### config.mk
export PLATFORM = sky130hd
export DESIGN_NAME = vnu_serial
export DESIGN_NICKNAME = d
export VERILOG_FILES = /design/src/rtl/ldpc_pkg.sv /design/src/rtl/sat_sym.sv /design/src/rtl/vnu_serial.sv
export SDC_FILE = /design/constraint.sdc
export NUM_CORES = 1
export LEC_CHECK = 0
export CAP_MARGIN = 20
export CORE_ASPECT_RATIO = 1.2
export CORE_MARGIN = 8
export CORE_UTILIZATION = 62
export CTS_CLUSTER_SIZE = 20
export DETAILED_ROUTE_END_ITERATION = 16
export PLACE_DENSITY_LB_ADDON = 0.3
export SYNTH_ARGS = -nofsm -noshare
export SYNTH_HDL_FRONTEND = slang
export SYNTH_HIERARCHICAL = 1
export SYNTH_SLANG_ARGS = --single-unit
export TNS_END_PERCENT = 1
### constraint.sdc
create_clock -name clk -period 7.7 [get_ports clk]
set_clock_uncertainty 0.05 [all_clocks]
set_input_delay 1.54 -clock clk [delete_from_list [all_inputs] [get_ports clk]]
set_output_delay 1.54 -clock clk [all_outputs]
set_load 0.1 [all_outputs]
### src/rtl/ldpc_pkg.sv
// rtl/ldpc_pkg.sv - shared LDPC decoder types, default widths and saturation limit
//
// Contents:
//   DATA_W_DEF   default signed message width (LLR, r, q)
//   vnu_state_t  variable-node FSM states IDLE / ACC / EMIT
//   sat_limit()  largest magnitude a message of width w may carry; the most
//                negative code is excluded so negated magnitudes stay symmetric
package ldpc_pkg;

    localparam int DATA_W_DEF = 8;

    typedef enum logic [1:0] {
        IDLE = 2'd0,
        ACC  = 2'd1,
        EMIT = 2'd2
    } vnu_state_t;

    function automatic int sat_limit(input int w);
        return (1 << (w - 1)) - 1;
    endfunction

endpackage

### src/rtl/sat_sym.sv
// rtl/sat_sym.sv - symmetric saturation from accumulator width to message width
//
// Ports:
//   din   in  acc_w   signed value to clamp
//   dout  out data_w  din clamped to [-sat_limit(data_w), +sat_limit(data_w)]
// Purely combinational. Assumes acc_w > data_w.
module sat_sym
    import ldpc_pkg::*;
#(
    parameter int acc_w  = 10,
    parameter int data_w = DATA_W_DEF
) (
    input  logic signed [acc_w-1:0]  din,
    output logic signed [data_w-1:0] dout
);

    localparam logic signed [acc_w-1:0] pos_lim = acc_w'(sat_limit(data_w));
    localparam logic signed [acc_w-1:0] neg_lim = -pos_lim;

    always_comb begin
        dout = din[data_w-1:0];
        if (din > pos_lim) begin
            dout = pos_lim[data_w-1:0];
        end else if (din < neg_lim) begin
            dout = neg_lim[data_w-1:0];
        end
    end

endmodule

### src/rtl/vnu_serial.sv
// rtl/vnu_serial.sv - serial LDPC variable-node unit (accumulate, then emit extrinsics)
//
// Ports:
//   clk                        sole clock, rising edge
//   rst                        synchronous, active-low reset
//   llr_in/llr_valid/llr_ready channel LLR input stream, accepted in IDLE
//   r_in/r_valid/r_ready       D check-to-variable messages, accepted in ACC
//   q_out/q_valid/q_ready      D variable-to-check messages, emitted in EMIT
//   dec_bit/dec_valid          hard decision (1 = negative total), one-cycle strobe
//
// Per node: one LLR, then D r messages are buffered and summed with the LLR;
// then for each edge i in arrival order, q = sat(total - r[i]) is emitted.
// Minimum period per node is 1 + 2*D cycles.
module vnu_serial
    import ldpc_pkg::*;
#(
    parameter int data_w = DATA_W_DEF,
    parameter int D      = 3,
    parameter int acc_w  = data_w + $clog2(D + 1)
) (
    input  logic                     clk,
    input  logic                     rst,
    input  logic signed [data_w-1:0] llr_in,
    input  logic                     llr_valid,
    output logic                     llr_ready,
    input  logic signed [data_w-1:0] r_in,
    input  logic                     r_valid,
    output logic                     r_ready,
    output logic signed [data_w-1:0] q_out,
    output logic                     q_valid,
    input  logic                     q_ready,
    output logic                     dec_bit,
    output logic                     dec_valid
);

    localparam int idx_w = (D > 1) ? $clog2(D) : 1;
    localparam logic [idx_w-1:0] last_idx = idx_w'(D - 1);

    vnu_state_t               state;
    logic signed [acc_w-1:0]  acc;
    logic [idx_w-1:0]         idx;
    logic signed [data_w-1:0] msg_buf [D];

    logic signed [acc_w-1:0]  llr_ext;
    logic signed [acc_w-1:0]  r_ext;
    logic signed [acc_w-1:0]  buf_ext;
    logic signed [acc_w-1:0]  sum_next;
    logic signed [acc_w-1:0]  extr;
    logic signed [data_w-1:0] buf_sel;

    assign llr_ext  = {{(acc_w - data_w){llr_in[data_w-1]}}, llr_in};
    assign r_ext    = {{(acc_w - data_w){r_in[data_w-1]}}, r_in};
    assign sum_next = acc + r_ext;

    // Extrinsic for the current edge: the full total minus that edge's own
    // input. Built only from registers so q_out has no path from any input.
    assign buf_sel = msg_buf[idx];
    assign buf_ext = {{(acc_w - data_w){buf_sel[data_w-1]}}, buf_sel};
    assign extr    = acc - buf_ext;

    sat_sym #(
        .acc_w  (acc_w),
        .data_w (data_w)
    ) u_sat (
        .din  (extr),
        .dout (q_out)
    );

    always_ff @(posedge clk) begin
        if (!rst) begin
            state     <= IDLE;
            acc       <= '0;
            idx       <= '0;
            for (int i = 0; i < D; i++) begin
                msg_buf[i] <= '0;
            end
            dec_bit   <= 1'b0;
            dec_valid <= 1'b0;
            llr_ready <= 1'b1;
            r_ready   <= 1'b0;
            q_valid   <= 1'b0;
        end else begin
            dec_valid <= 1'b0;
            case (state)
                IDLE: begin
                    if (llr_valid && llr_ready) begin
                        acc       <= llr_ext;
                        idx       <= '0;
                        state     <= ACC;
                        llr_ready <= 1'b0;
                        r_ready   <= 1'b1;
                    end
                end
                ACC: begin
                    if (r_valid && r_ready) begin
                        msg_buf[idx] <= r_in;
                        acc          <= sum_next;
                        if (idx == last_idx) begin
                            idx       <= '0;
                            state     <= EMIT;
                            dec_bit   <= sum_next[acc_w-1];
                            dec_valid <= 1'b1;
                            r_ready   <= 1'b0;
                            q_valid   <= 1'b1;
                        end else begin
                            idx <= idx + 1'b1;
                        end
                    end
                end
                EMIT: begin
                    if (q_valid && q_ready) begin
                        if (idx == last_idx) begin
                            idx       <= '0;
                            state     <= IDLE;
                            q_valid   <= 1'b0;
                            llr_ready <= 1'b1;
                        end else begin
                            idx <= idx + 1'b1;
                        end
                    end
                end
                default: begin
                    state     <= IDLE;
                    idx       <= '0;
                    llr_ready <= 1'b1;
                    r_ready   <= 1'b0;
                    q_valid   <= 1'b0;
                end
            endcase
        end
    end

endmodule

==> run summary, run 1 <==
The run finished with clean final reports. The overall fraction of global-route tracks in use is 18.0%. The synthesized netlist occupies a cell area of 0.00339 sq mm. The run gives 40.8% as the portion of the post-synthesis area used by sequential elements. Compared with the post-synthesis result, the final layout area differs by 12.6%.

The startpoint identified for the worst register-to-register timing path is state[0]. The net count of the finished layout is 402. Yosys printed 6 warnings. Based on the critical path, the design can be clocked at up to 157 MHz.

The maximum root-to-sink buffer count was 2. The library cell used as clock root buffer was sky130_fd_sc_hd__clkbuf_8. The async set-or-reset flop fraction in the synthesized netlist works out to 0%. Buffers placed on the I/O ports in this run total 33. The per-instance average area after synthesis was 10.2 sq um; the effective utilization at floorplan was 64.0%. The tools report the critical path launch point type as a flip-flop. The number of antenna diodes in the final layout is 0. The tools report the terminus of the critical flop-to-flop path as msg_buf[1][2]. Of all nets on the critical path, the largest fanout is 14.

The count of cell instances traversed by the critical path was 13. The data required time of the critical path came out at 6110 ps. The number of violations of the max-capacitance limit is 0, and the total iterations of the first detailed-routing run is 4. The tree built by TritonCTS fans out to 53 sinks. The worst setup path is of the reg2out kind. Measured against its own limit, the worst slew margin works out to 33.1%.

The post-synth net total is 375, and the number of hold violations in the final report is 0. Data arrives at the worst endpoint at 4780 ps. The sum of buffers and inverters on the critical path was 2; the number of enable flip-flop cells after synthesis was 32. 34 I/O pins were placed. The cell with the largest stage delay on the worst path is sky130_fd_sc_hd__clkdlybuf4s50_1. The library cell used most frequently in the layout, excluding fill and tap cells, is sky130_fd_sc_hd__nor2_1. Worst hold path class: reg2reg. The signal on the critical path passes through mux4_2 -> ha_1 -> inv_1 -> fa_1 -> a21o_1 -> a211oi_1 -> nor2_1 -> o41ai_2 -> xnor2_1 -> nand2_1 -> nand2_1 -> o2bb2ai_1 -> clkdlybuf4s50_1.

The final RePlAce weighted congestion is 0.852, and the final antenna-violating net count is 0. The most used flip-flop cell after synthesis is sky130_fd_sc_hd__edfxtp_1. After synthesis, the netlist uses 57 different library cells. The final cycle utilization of the critical path came out at 82.7%. The die covers 0.00810 sq mm. TritonCTS built the clock tree. Leaving out fill and tap cells, the most frequent cells in the layout are sky130_fd_sc_hd__nor2_1 (35), sky130_fd_sc_hd__clkdlybuf4s50_1 (33), sky130_fd_sc_hd__edfxtp_1 (32), sky130_fd_sc_hd__and2_1 (26), sky130_fd_sc_hd__nand2_1 (25).

The number of global-route vias before repair was 2562. The quantity of hold-fixing buffers added after cts is 0. After detailed routing, the average wire length per cell comes to 17.2 microns.

The endpoint kind of the worst setup timing path is an output port. The cell seen most often among critical-path stages was sky130_fd_sc_hd__nand2_1. The number of setup buffers added after CTS is 0. In the final timing run, aggregate negative setup slack is 0 ps. Counting flops and latches in the post-synthesis netlist gives 53. The final HPWL from detailed placement was 5540 microns; the transition at the pin with the smallest max-transition slack was 997 ps.

The routed via count came out at 2518. The termination of the worst setup path was q_out[2]. The total clock buffers created by CTS came out at 5. The count of final max-slew check failures was 0.

Summed over all layers, the routed wires come to 7240 microns. The logs give 34 for the pin count of the biggest net entering global routing and 0 for the number of antenna violations at the first check in global routing. In this design, the stage delay of the slowest critical-path cell is 1160 ps. The tools report the number of H-tree levels as 2. Setup repair after global routing left no endpoint under its margin. After floorplanning, the core was divided into 29 placement rows. Clock-pin slew was measured on the worst setup and hold paths at 90 ps. The count of mapped cells out of synthesis is 331. The post-route netlist has 8.36% of its cells at a drive strength greater than 1. Dividing the detail-routed via count by the number of cells gives 5.98. The setup check on the worst reg-to-reg path leaves a slack of 5080 ps. The die is 97.0 microns tall. The die extent in x is 83.5 microns, and the placeable core area is 0.00530 sq mm.

For the worst flop-to-flop path, the logic depth is 5. The clock period could shrink to 6370 ps. The total overflow left after global routing is 0.

Family of cells with the greatest summed delay on the critical path: buffers and inverters. For the detailed router's first-iteration violation count, the log shows 110. The tools report the total setup violations reported at the end of the flow as 0.

Clock network latency to the later pin of the worst-skew pair: 320 ps. The number of gates resized after CTS was 0. The first global-routing pass estimated 11900 microns of wire. In the routed design, unresolved DRC markers number 0.
[cell usage after synthesis (4+ instances only)]
master,count,area share (%)
sky130_fd_sc_hd__a211oi_2,4,1.5
sky130_fd_sc_hd__a21oi_1,19,2.8
sky130_fd_sc_hd__o21ai_0,8,1.2
sky130_fd_sc_hd__inv_1,13,1.4
sky130_fd_sc_hd__nand4_1,4,0.74
sky130_fd_sc_hd__a211oi_1,5,1.1
sky130_fd_sc_hd__and2_1,26,4.8
sky130_fd_sc_hd__mux2i_1,10,3.0
sky130_fd_sc_hd__nand2b_1,7,1.3
sky130_fd_sc_hd__nor3_1,4,0.59
sky130_fd_sc_hd__xor2_1,4,1.0
sky130_fd_sc_hd__mux4_2,8,5.3
sky130_fd_sc_hd__nor2_1,35,3.9
sky130_fd_sc_hd__buf_2,7,1.0
sky130_fd_sc_hd__xnor2_1,9,2.3
sky130_fd_sc_hd__dfxtp_1,21,12
sky130_fd_sc_hd__o2bb2ai_1,6,1.6
sky130_fd_sc_hd__nand3_1,6,0.89
sky130_fd_sc_hd__nand2_1,25,2.8
sky130_fd_sc_hd__a21o_1,7,1.6
sky130_fd_sc_hd__a31oi_1,5,0.92
sky130_fd_sc_hd__ha_1,21,7.8
sky130_fd_sc_hd__edfxtp_1,32,28
[cells by family (layout without fill, tap and decap cells)]
group	Yosys count	count (layout)	synth area share [%]
DFF	53	53	40.8
xor gates and xnor gates	13	13	3.36
buffers and inverters	28	56	3.95
muxes	18	18	8.27
adders and majority gates	23	23	8.94
and+or+nand+nor	118	118	17.9
AOI/OAI and AO/OA	78	78	16.8
[final cells by class]
cell class	instances	area [sq um]
Tap cell	62	77.6
Multi-Input combinational cell	250	1870
Timing Repair Buffer	35	345
Clock inverter	3	20.0
Sequential cell	53	1380
Clock buffer	5	68.8
Inverter	13	48.8
Fill cell	387	1480
[metrics by stage]
stage | worst slack [ps] | utilization, % | hold slack, ps | cell area [sq um] | cells
2_1_floorplan | 2090 | - | 432 | 3390 | 331
3_3_place_gp | 1750 | 70.3 | 450 | 3730 | 413
3_5_place_dp | 1650 | 70.3 | 457 | 3730 | 413
4_1_cts | 1300 | 72.0 | 469 | 3810 | 421
5_1_grt | 853 | 72.0 | 510 | 3810 | 421
6_report | 1330 | 72.0 | 470 | 3810 | 421
[layer usage]
layer / track usage, % / routed length, microns / part of all wire (%)
met5: 0 / 0 / 0
met4: 5.19 / 106 / 1.5
met3: 3.78 / 316 / 4.4
met2: 32.7 / 3800 / 52
met1: 20.5 / 3030 / 42
[sequential cells by signal (all words and copies together) (netlist names), named ones only]
name,cells
acc,10
dec_bit,1
dec_valid,1
idx,2
llr_ready,1
msg_buf,32
q_valid,1
r_ready,1
state,2
[worst reg2reg max path: cells and delay by family, from the launching register on]
family | cells | cell delay, ps
AND/OR/NAND/NOR | 3 | 1340
adder cells (fa/ha/maj) | 1 | 160
buffers and inverters | 1 | 330
flip-flops | 1 | 390
[worst min-delay path by stage]
stage                    from         to  slack, ps  cells after the start
CTS                  state[1]   state[1]        470                      2
global route        llr_ready  llr_ready        510                      1
finish               state[1]   state[1]        470                      2
floorplan            state[1]   state[1]        430                      2
detailed placement   state[1]   state[1]        460                      2
global placement      dec_bit    dec_bit        450                      2
Power of run 1 is not shown: default switching activity piles up to over one toggle a cycle in this logic, so the estimate is an artifact.
==> run 2, diff against run 1 <==
--- a/config.mk
+++ b/config.mk
@@ -8,7 +8,7 @@
 export CAP_MARGIN = 20
 export CORE_ASPECT_RATIO = 1.2
 export CORE_MARGIN = 8
-export CORE_UTILIZATION = 62
+export CORE_UTILIZATION = 52
 export CTS_CLUSTER_SIZE = 20
 export DETAILED_ROUTE_END_ITERATION = 16
 export PLACE_DENSITY_LB_ADDON = 0.3
==> constraint.sdc (replaced) <==
create_clock -name clk -period 5.3 [get_ports clk]
set_clock_uncertainty 0.05 [all_clocks]
set_input_delay 1.06 -clock clk [delete_from_list [all_inputs] [get_ports clk]]
set_output_delay 1.06 -clock clk [all_outputs]
set_load 0.1 [all_outputs]
==> run 2 against run 1 <==
Compared with the run above:
- final area is 3.7% higher
- die area is 16% higher
- clock-buffer cell count stayed put
- critical path depth is 1 lower
- routed wire length is 2.3% higher
==> run summary, run 2 (synthesis gave the netlist of run 1 again) <==
The run finished with clean final reports. The tools report the overall fraction of global-route tracks in use as 16.6% (was 18.0%). The worst hold path class was reg2reg (unchanged). The clock period could shrink to 4760 ps. The cell row count is 32 (was 29).

The remaining routing DRC violations was 0 (unchanged). TritonCTS built the clock tree. The die extent in x is 89.7 microns (was 83.5 microns).

The run gives 0 ps (unchanged) as the setup total negative slack. Number of hold violations in the final report: 0 (unchanged). The number of buffer cells added on primary ports came out at 33 (unchanged). The tools report the worst slack at placement as 671 ps (was 1650 ps). The run gives 53 (unchanged) as the number of clock sinks seen by CTS. The worst path arrival time came out at 3650 ps (was 4780 ps). The largest register by flop count is msg_buf (unchanged). The synthesis-to-finish area growth came out at 16.8% (was 12.6%). Most common cell after layout, fill and taps aside: sky130_fd_sc_hd__nor2_1 (unchanged). The sum of routed wire length over all layers was 7410 microns (was 7240 microns); the clock network latency to the later pin of the worst-skew pair was 320 ps (about the same).

The placeable core area came out at 0.00637 sq mm (was 0.00530 sq mm). The detailed router's first-iteration violation count was 111 (was 110). Endpoint kind of the worst setup timing path: an output port (unchanged). For the data required time of the critical path, the log shows 4190 ps (was 6110 ps).

The number of violations of the max-capacitance limit came out at 0 (unchanged). The share of final-layout standard cells stronger than drive strength 1 is 11.4% (was 8.36%). The tools report the count of final max-slew check failures as 0 (unchanged).

Critical path launch point type: a flip-flop (unchanged). The type of the worst setup path was reg2out (unchanged). For the minimum hold slack, the log shows 470 ps (about the same). The logs give 0 (unchanged) for the post-CTS setup buffer count and 4 (unchanged) for the total iterations of the first detailed-routing run. Number of nets in the layout: 403 (was 402). The tools report the routed via count as 2546 (was 2518). The height of the chip was 104 microns (was 97.0 microns); the quantity of hold-fixing buffers added after cts was 0 (unchanged). The tools report the normalized max-slew margin as 34.7% (was 33.1%).

The final cycle utilization of the critical path is 89.8%. For the I/O pin total, the log shows 34 (unchanged). The logs give 2647 (was 2562) for the number of global-route vias before repair and 0.00937 sq mm (was 0.00810 sq mm) for the full die area.

Largest registers: msg_buf (32), acc (10) (unchanged). The clock-pin slew reported for the worst setup and hold paths after clock tree synthesis was 100 ps (was 90 ps). The logs give 0 (unchanged) for the final antenna-violating net count and 0 (unchanged) for the number of gates resized after CTS. The transition at the pin with the smallest max-transition slack is 977 ps (was 997 ps), and the count of filler cells inserted in the layout is 512 (was 387). The final RePlAce weighted congestion was 0.831 (was 0.852). The final HPWL from detailed placement was 5640 microns (was 5540 microns). The first-pass GRT wire length is 12200 microns (was 11900 microns).

For the minimum setup slack in the final design, the log shows 543 ps (was 1330 ps). The sequential cell area was 0.00138 sq mm (unchanged); the aggregate global routing overflow was 0 (unchanged). The maximum root-to-sink buffer count is 2 (unchanged).

The run gives 0 (unchanged) as the number of antenna violations at the first check in global routing. Antenna diode instance count: 0 (unchanged). The pin count of the biggest net entering global routing was 34 (unchanged); the number of H-tree levels was 2 (unchanged). For the end-of-flow core utilization, the log shows 62.1% (was 72.0%). The effective utilization at floorplan is 53.2% (was 64.0%), and the achievable frequency is 210 MHz. The total clock buffers created by CTS came out at 5 (unchanged). The total setup violations reported at the end of the flow was 0 (unchanged); the number of flip-flops under the largest register name was 32 (unchanged). Library cell used as clock root buffer: sky130_fd_sc_hd__clkbuf_8 (unchanged). The detail-routed via count per cell was 5.72 (was 5.98); the average wire per standard cell was 16.6 microns (was 17.2 microns).

The maximum fanout along the worst path was 14 (unchanged). Commonest cells after routing, fill and taps aside: sky130_fd_sc_hd__nor2_1 (35), sky130_fd_sc_hd__edfxtp_1 (32), sky130_fd_sc_hd__and2_1 (26), sky130_fd_sc_hd__nand2_1 (25), sky130_fd_sc_hd__clkdlybuf4s50_1 (25) (was sky130_fd_sc_hd__nor2_1 (35), sky130_fd_sc_hd__clkdlybuf4s50_1 (33), sky130_fd_sc_hd__edfxtp_1 (32), sky130_fd_sc_hd__and2_1 (26), sky130_fd_sc_hd__nand2_1 (25)). Setup repair after global routing left no endpoint under its margin.

The tools report the area taken by multi-input logic gates as 0.00188 sq mm (was 0.00187 sq mm).
[run 2: cell count changes in the layout (fill, tap and decap cells not counted)]
cell                              delta
sky130_fd_sc_hd__xnor2_2             +1
sky130_fd_sc_hd__clkinv_1            -1
sky130_fd_sc_hd__clkdlybuf4s50_1     -8
sky130_fd_sc_hd__inv_6               -1
sky130_fd_sc_hd__buf_4               +2
sky130_fd_sc_hd__buf_12              +7
sky130_fd_sc_hd__clkinvlp_4          -1
sky130_fd_sc_hd__bufinv_16           +1
sky130_fd_sc_hd__inv_8               +1
sky130_fd_sc_hd__clkinv_4            +1
sky130_fd_sc_hd__xnor2_1             -1
[run 2: worst max-delay path, cell delays in order, from the launching register on]
cell,delay (ps)
sky130_fd_sc_hd__dfxtp_1,650
sky130_fd_sc_hd__mux4_2,580
sky130_fd_sc_hd__inv_1,90
sky130_fd_sc_hd__ha_1,270
sky130_fd_sc_hd__a21o_1,210
sky130_fd_sc_hd__a211oi_1,230
sky130_fd_sc_hd__nor2_1,100
sky130_fd_sc_hd__o41ai_2,320
sky130_fd_sc_hd__xnor2_2,290
sky130_fd_sc_hd__nand3_1,130
sky130_fd_sc_hd__a21oi_1,160
sky130_fd_sc_hd__o21bai_1,130
sky130_fd_sc_hd__buf_12,180
[run 2: layout make-up]
type,instances,share of cell area [%]
clock buffer,5,1.74
clock inverter,3,1.27
inverter,13,1.23
multi-input combinational,250,47.5
sequential,53,34.9
tap,85,2.69
timing repair buffer,36,10.6
[run 2: final timing paths]
| path | startpoint | end | cells past startpoint | slack, ps |
|---|---|---|---|---|
| worst min register to register | state[1] | state[1] | 2 | 470 |
| worst max-delay path | flip-flop | q_out[0] | 12 | 540 |
| worst max register to register | state[1] | msg_buf[1][1] | 6 | 2780 |
| worst min-delay path | state[1] | state[1] | 2 | 470 |
[run 2: metrics by stage]
step           std cells  area (sq um)
2_1_floorplan        331          3390
3_3_place_gp         437          3830
3_5_place_dp         437          3830
4_1_cts              445          3950
5_1_grt              445          3960
6_report             445          3960
[run 2: per-layer routing]
metal | track usage, % | vias up | wire length, microns
met4 | 5.01 | 0 | 87
met1 | 18.8 | 1218 | 3120
li1 | - | 1272 | -
met3 | 4.11 | 9 | 360
met5 | 0 | - | 0
met2 | 29.2 | 47 | 3840
Power of run 2 is left out for the same reason.
